<file path="config.mk">
export PLATFORM = sky130hd
export DESIGN_NAME = posit_decode_arbiter
export DESIGN_NICKNAME = d
export VERILOG_FILES = /design/src/rtl/posit_decode_arbiter.sv
export SDC_FILE = /design/constraint.sdc
export NUM_CORES = 1
export LEC_CHECK = 0
export ABC_AREA = 0
export CAP_MARGIN = 20
export CORE_MARGIN = 2
export CORE_UTILIZATION = 30
export DETAILED_ROUTE_END_ITERATION = 6
export PLACE_DENSITY = 0.71
export RECOVER_POWER = 100
export SETUP_SLACK_MARGIN = 0.2
export SKIP_CTS_REPAIR_TIMING = 1
export SLEW_MARGIN = 15
export SYNTH_ARGS = -nofsm -noshare
export SYNTH_HDL_FRONTEND = slang
export SYNTH_SLANG_ARGS = --single-unit
</file>
<file path="constraint.sdc">
create_clock -name clk -period 2.35 [get_ports clk]
set_input_delay 0.235 -clock clk [delete_from_list [all_inputs] [get_ports clk]]
set_output_delay 0.235 -clock clk [all_outputs]
set_load 0.005 [all_outputs]
</file>
<file path="src/rtl/posit_decode_arbiter.sv">
// Round-robin arbiter sharing one posit decoder between two requesters.
// Latches the winner's word, waits for done (or a watchdog abort) and returns the fields.
module posit_decode_arbiter #(
  parameter int TIMEOUT = 64,
  parameter int CNT_W   = 7
) (
  input  logic        clk,
  input  logic        rst,
  input  logic        req0,
  input  logic [31:0] posit0,
  input  logic        req1,
  input  logic [31:0] posit1,
  output logic [31:0] dec_posit,
  output logic        dec_start,
  input  logic        dec_sign,
  input  logic        dec_done,
  input  logic [5:0]  dec_k,
  input  logic [2:0]  dec_exp,
  input  logic [31:0] dec_mant,
  output logic        res_valid0,
  output logic        res_valid1,
  output logic        res_sign,
  output logic [5:0]  res_k,
  output logic [2:0]  res_exp,
  output logic [31:0] res_mant,
  output logic        res_err,
  output logic        busy
);

  typedef enum logic [1:0] {
    IDLE  = 2'd0,
    BUSY  = 2'd1,
    RESP  = 2'd2,
    DRAIN = 2'd3
  } state_t;

  localparam logic [CNT_W-1:0] WDOG_LAST = CNT_W'(TIMEOUT - 1);

  state_t           state_r;
  logic [CNT_W-1:0] wdog_r;
  logic             last_gnt_r;
  logic             gnt_id_r;
  logic             grant_s;
  logic             grant_id_s;

  // Round-robin pick: on a tie the requester not served last wins
  always_comb begin
    grant_s    = 1'b0;
    grant_id_s = 1'b0;
    if (req0 && req1) begin
      grant_s    = 1'b1;
      grant_id_s = ~last_gnt_r;
    end else if (req0) begin
      grant_s    = 1'b1;
      grant_id_s = 1'b0;
    end else if (req1) begin
      grant_s    = 1'b1;
      grant_id_s = 1'b1;
    end else begin
      grant_s    = 1'b0;
      grant_id_s = 1'b0;
    end
  end

  // Arbitration FSM with registered decoder controls and result bus
  always_ff @(posedge clk) begin
    if (rst) begin
      state_r    <= IDLE;
      wdog_r     <= {CNT_W{1'b0}};
      last_gnt_r <= 1'b1;
      gnt_id_r   <= 1'b0;
      dec_posit  <= 32'd0;
      dec_start  <= 1'b0;
      res_valid0 <= 1'b0;
      res_valid1 <= 1'b0;
      res_sign   <= 1'b0;
      res_k      <= 6'd0;
      res_exp    <= 3'd0;
      res_mant   <= 32'd0;
      res_err    <= 1'b0;
      busy       <= 1'b0;
    end else begin
      res_valid0 <= 1'b0;
      res_valid1 <= 1'b0;
      case (state_r)
        IDLE: begin
          if (grant_s) begin
            dec_posit  <= grant_id_s ? posit1 : posit0;
            gnt_id_r   <= grant_id_s;
            last_gnt_r <= grant_id_s;
            dec_start  <= 1'b1;
            busy       <= 1'b1;
            wdog_r     <= {CNT_W{1'b0}};
            state_r    <= BUSY;
          end else begin
            state_r    <= IDLE;
          end
        end
        BUSY: begin
          // A late done still wins over the abort on the same cycle
          if (dec_done) begin
            res_sign   <= dec_sign;
            res_k      <= dec_k;
            res_exp    <= dec_exp;
            res_mant   <= dec_mant;
            res_err    <= 1'b0;
            res_valid0 <= ~gnt_id_r;
            res_valid1 <= gnt_id_r;
            dec_start  <= 1'b0;
            state_r    <= RESP;
          end else if (wdog_r == WDOG_LAST) begin
            res_sign   <= 1'b0;
            res_k      <= 6'd0;
            res_exp    <= 3'd0;
            res_mant   <= 32'd0;
            res_err    <= 1'b1;
            res_valid0 <= ~gnt_id_r;
            res_valid1 <= gnt_id_r;
            dec_start  <= 1'b0;
            state_r    <= RESP;
          end else begin
            wdog_r     <= wdog_r + {{(CNT_W-1){1'b0}}, 1'b1};
          end
        end
        RESP: begin
          wdog_r  <= {CNT_W{1'b0}};
          state_r <= DRAIN;
        end
        DRAIN: begin
          if (!dec_done) begin
            busy    <= 1'b0;
            state_r <= IDLE;
          end else begin
            state_r <= DRAIN;
          end
        end
        default: begin
          dec_start <= 1'b0;
          busy      <= 1'b0;
          state_r   <= IDLE;
        end
      endcase
    end
  end

endmodule

</file>
==> reports/metrics.csv <==
stage,metric,value,unit
timing,clock skew,0.00425,ns
logic_synthesis,prevailing post-synth register cell,sky130_fd_sc_hd__dfxtp_1,
logic_synthesis,"Seq/Total Area, Yosys",0.513,
worst_setup_path,family of cells with the greatest summed delay on the critical path,compound AO/OA/AOI/OAI gates,
logic_synthesis,unique cell type count in the Yosys netlist,41,
timing,actual transition at the worst max-transition pin,0.701,ns
logic_synthesis,Mapped Cells,327,
worst_setup_path,kind of start point of the critical path,flip-flop,
floorplanning,effective utilization at floorplan,0.308,
drt,topmost layer with routed signal wires,met4,
drt,number of detailed-route iterations in the first pass,4,
power_and_ir_drop,register share of total power,0.434,
timing,Max transition margin,0.533,
power_and_ir_drop,Sw Ratio,0.251,
timing,post-route setup slack,0.386,ns
floorplanning,Placement Rows,39,
timing,Hold Slack,0.397,ns
worst_setup_path,critical-path maximum fanout,33,
global_route,GRT Util Overall,0.153,
logic_synthesis,net count after synthesis,439,
logic_synthesis,async set-or-reset flop fraction in the synthesized netlist,0,
worst_setup_path,delay of the slowest critical-path stage,0.42,ns
layout,nets@finish,618,
hold_path,class of the worst hold path,primary input to flip-flop,
global_route,number of global-route vias before repair,3006,
clock_tree,"Reg clk slew, reported paths",0.07,ns
logic_synthesis,share of Yosys cell area claimed by the top area cell type,0.513,
worst_setup_path,CP Capture Type,flip-flop,
power_and_ir_drop,part of the total power dissipated in the clock network,0.374,
power_and_ir_drop,Peak supply drop,0.523,mV
logic_synthesis,synthesis-stage register bit count,90,
clock_tree,depth of the CTS H-tree,3,
timing,final worst-path cycle share,0.836,
drt,via density per instance,4.97,
worst_setup_path,Worst Path Required,2.58,ns
flow_run,number of max-capacitance violations reported,0,
power_and_ir_drop,leakage dissipation,2.35,nW
floorplanning,Core Area,11400,µm²
drt,sum of met3 wire segment lengths after detailed routing,950,µm
drt,First DRT Iteration DRCs,211,
timing,RSZ-0062 raised after global routing,false,
timing,total negative slack,0,ns
logic_synthesis,post-synthesis cell area,3510,µm²
power_and_ir_drop,cell-internal power,2.97,mW
clock_tree,Num CTS Buffers,9,
layout,number of antenna repair diodes,0,
drt,post-route ant nets,0,
drt,wire length after detailed routing,9.90,mm
logic_synthesis,"area leader, netlist",sky130_fd_sc_hd__dfxtp_1,
timing,Final Hold Viols,0,
logic_synthesis,leading cell types by total area after synthesis,"sky130_fd_sc_hd__dfxtp_1 51%, sky130_fd_sc_hd__a22o_1 11%, sky130_fd_sc_hd__mux2i_1 9.4%",
global_route,grt ovf,0,
layout,fraction of layout cells with a size suffix above 1,0.0607,
timing,number of setup violations in the final report,0,
floorplanning,number of placed I/O pins,190,
status,run status,"complete, no violations",
timing,achievable frequency,0.509,GHz
clock_tree,Clock Path Buffers,2,
drt,Post-Route M1 WL,4.38,mm
clock_tree,number of clock sinks,90,
drt,DR DRC count,0,
power_and_ir_drop,Comb pwr share,0.191,
clock_tree,clock latency at the later pin of the worst-skew pair,0.34,ns
logic_synthesis,count of yosys warnings during synthesis,0,
drt,average wire per standard cell,15.1,µm
placed_design,HPWL Detailed,7.35,mm
worst_setup_path,slowest stage cell on the critical path,sky130_fd_sc_hd__dfxtp_1,
floorplanning,Chip Height,112,µm
timing,minimum period implied by the final worst setup slack,1.96,ns
timing,fin. max-slew vios,0,
logic_synthesis,number of synthesized flops with an enable pin,0,
worst_setup_path,kind of critical path,flip-flop to flip-flop,
logic_synthesis,Avg Inst Size Synth,10.7,µm²
power_and_ir_drop,power density cells,689,nW/µm²
floorplanning,area of the die,12600,µm²
layout,Layout Area Growth over Synthesis,64.1,%
placed_design,number of I/O port buffers,189,
worst_setup_path,arrival time at the worst endpoint,2.19,ns
global_route,global-route wire length before repair,15.4,mm
floorplanning,chip width,112,µm
clock_tree,clock tree root buffer cell,sky130_fd_sc_hd__clkbuf_16,
drt,total via count after detailed routing,3249,
worst_setup_path,Buf/Inv on CP,1,
global_route,maximum number of pins on one net before global-route repair,69,
power_and_ir_drop,Psw,0.998,mW
global_route,antenna violations before repair,0,
placed_design,GP Congestion,0.810,
clock_tree,clock tree from TritonCTS,done,
drt,met2 WL post-DR,4.39,mm
layout,Fillers,1030,
worst_setup_path,critical-path cell list,ha_1 -> nand3_2 -> o21bai_1 -> a21oi_2 -> buf_16 -> a22o_1,
placed_design,DP Worst Slack,0.228,ns
## routing by layer
layer / global-route usage / vias to the layer above
met5: 0 / -
met1: 0.187 / 1497
met3: 0.0551 / 14
met2: 0.243 / 165
met4: 0.0667 / 0
li1: - / 1573
## layout by cell type, fill, tap and decap left out, drive strengths merged, types with 2 or more instances in the layout
| cell | netlist | layout |
|---|---|---|
| a211oi | 33 | 33 |
| a21oi | 12 | 12 |
| a22o | 43 | 43 |
| a31oi | 2 | 2 |
| buf | 21 | 6 |
| clkbuf | 7 | 12 |
| clkdlybuf4s50 | 0 | 109 |
| clkinv | 0 | 2 |
| dfxtp | 90 | 90 |
| dlygate4sd3 | 0 | 79 |
| inv | 4 | 6 |
| mux2i | 33 | 33 |
| nand2 | 9 | 9 |
| nand2b | 2 | 2 |
| nand3 | 3 | 3 |
| nand3b | 2 | 2 |
| nor2 | 39 | 39 |
| nor3 | 3 | 3 |
| nor4 | 2 | 2 |
| o211ai | 2 | 2 |
| o21ai | 4 | 4 |
| or2 | 3 | 3 |
## power groups by stage
stage,logic [mW],registers (mW),clock network (mW)
after global routing,0.824,1.74,1.60
after floorplan,0.342,1.76,0
after detailed placement,0.816,1.76,0
final,0.761,1.73,1.49
after global placement,0.801,1.76,0
after CTS,0.820,1.73,1.54
## final timing paths
| kind | depth (start not counted) | to | slack, ns | from |
|---|---|---|---|---|
| max reg2reg | 6 | res_mant[26] | 0.39 | wdog_r[0] |
| min reg2reg | 2 | wdog_r[6] | 0.44 | wdog_r[6] |
| min | 3 | res_mant[17] | 0.40 | rst |
| max | 6 | res_mant[26] | 0.39 | wdog_r[0] |
## cells in the mapped netlist, types with 2 or more instances
master	instances
sky130_fd_sc_hd__a211oi_1	33
sky130_fd_sc_hd__a21oi_1	11
sky130_fd_sc_hd__a22o_1	43
sky130_fd_sc_hd__a31oi_1	2
sky130_fd_sc_hd__buf_2	7
sky130_fd_sc_hd__buf_4	4
sky130_fd_sc_hd__buf_6	10
sky130_fd_sc_hd__clkbuf_1	7
sky130_fd_sc_hd__dfxtp_1	90
sky130_fd_sc_hd__inv_1	3
sky130_fd_sc_hd__mux2i_1	33
sky130_fd_sc_hd__nand2_1	9
sky130_fd_sc_hd__nand2b_1	2
sky130_fd_sc_hd__nand3_2	2
sky130_fd_sc_hd__nand3b_1	2
sky130_fd_sc_hd__nor2_1	39
sky130_fd_sc_hd__nor3_1	2
sky130_fd_sc_hd__o211ai_1	2
sky130_fd_sc_hd__o21ai_1	2
sky130_fd_sc_hd__or2_0	3
## metrics by stage
step | total power [mW] | cell area, µm² | utilization | std cells
after floorplan | 2.10 | 3510 | - | 327
after global placement | 2.56 | 5460 | 0.478 | 637
after detailed placement | 2.58 | 5460 | 0.478 | 637
after CTS | 4.09 | 5770 | 0.506 | 653
after global routing | 4.17 | 5760 | 0.505 | 654
final | 3.97 | 5760 | 0.505 | 654
## logic make-up (layout without fill, tap and decap cells)
logic type      Yosys count  in the layout  share of synthesized area
compound gates          101            101                      0.228
flops                    90             90                      0.513
simple gates             69             69                     0.0962
mux                      34             34                     0.0973
buf+inv                  32            216                     0.0623
fa+ha+maj                 1              1                    0.00356
## registers in the layout, summed over array words and instances (netlist names)
signal	count
busy	1
dec_posit	32
dec_start	1
gnt_id_r	1
last_gnt_r	1
res_err	1
res_exp	3
res_k	6
res_mant	32
res_sign	1
res_valid0	1
res_valid1	1
state_r	2
wdog_r	7
## final cells by class
class / instances / area, µm² / share of cell area
multi-input cells: 205 / 1490 / 0.258
repair buffers: 196 / 1970 / 0.342
clock inverters: 6 / 72.6 / 0.0126
clock buffers: 10 / 239 / 0.0415
well taps: 143 / 179 / 0.0311
inverters: 4 / 15.0 / 0.00261
flip-flops and latches: 90 / 1800 / 0.313
## worst reg2reg max path, stage by stage (launching register included)
cell                       delay [ns]
sky130_fd_sc_hd__dfxtp_1         0.42
sky130_fd_sc_hd__ha_1            0.22
sky130_fd_sc_hd__nand3_2         0.14
sky130_fd_sc_hd__o21bai_1        0.34
sky130_fd_sc_hd__a21oi_2         0.25
sky130_fd_sc_hd__buf_16          0.24
sky130_fd_sc_hd__a22o_1          0.26
Power figures use the tool's default switching activity.
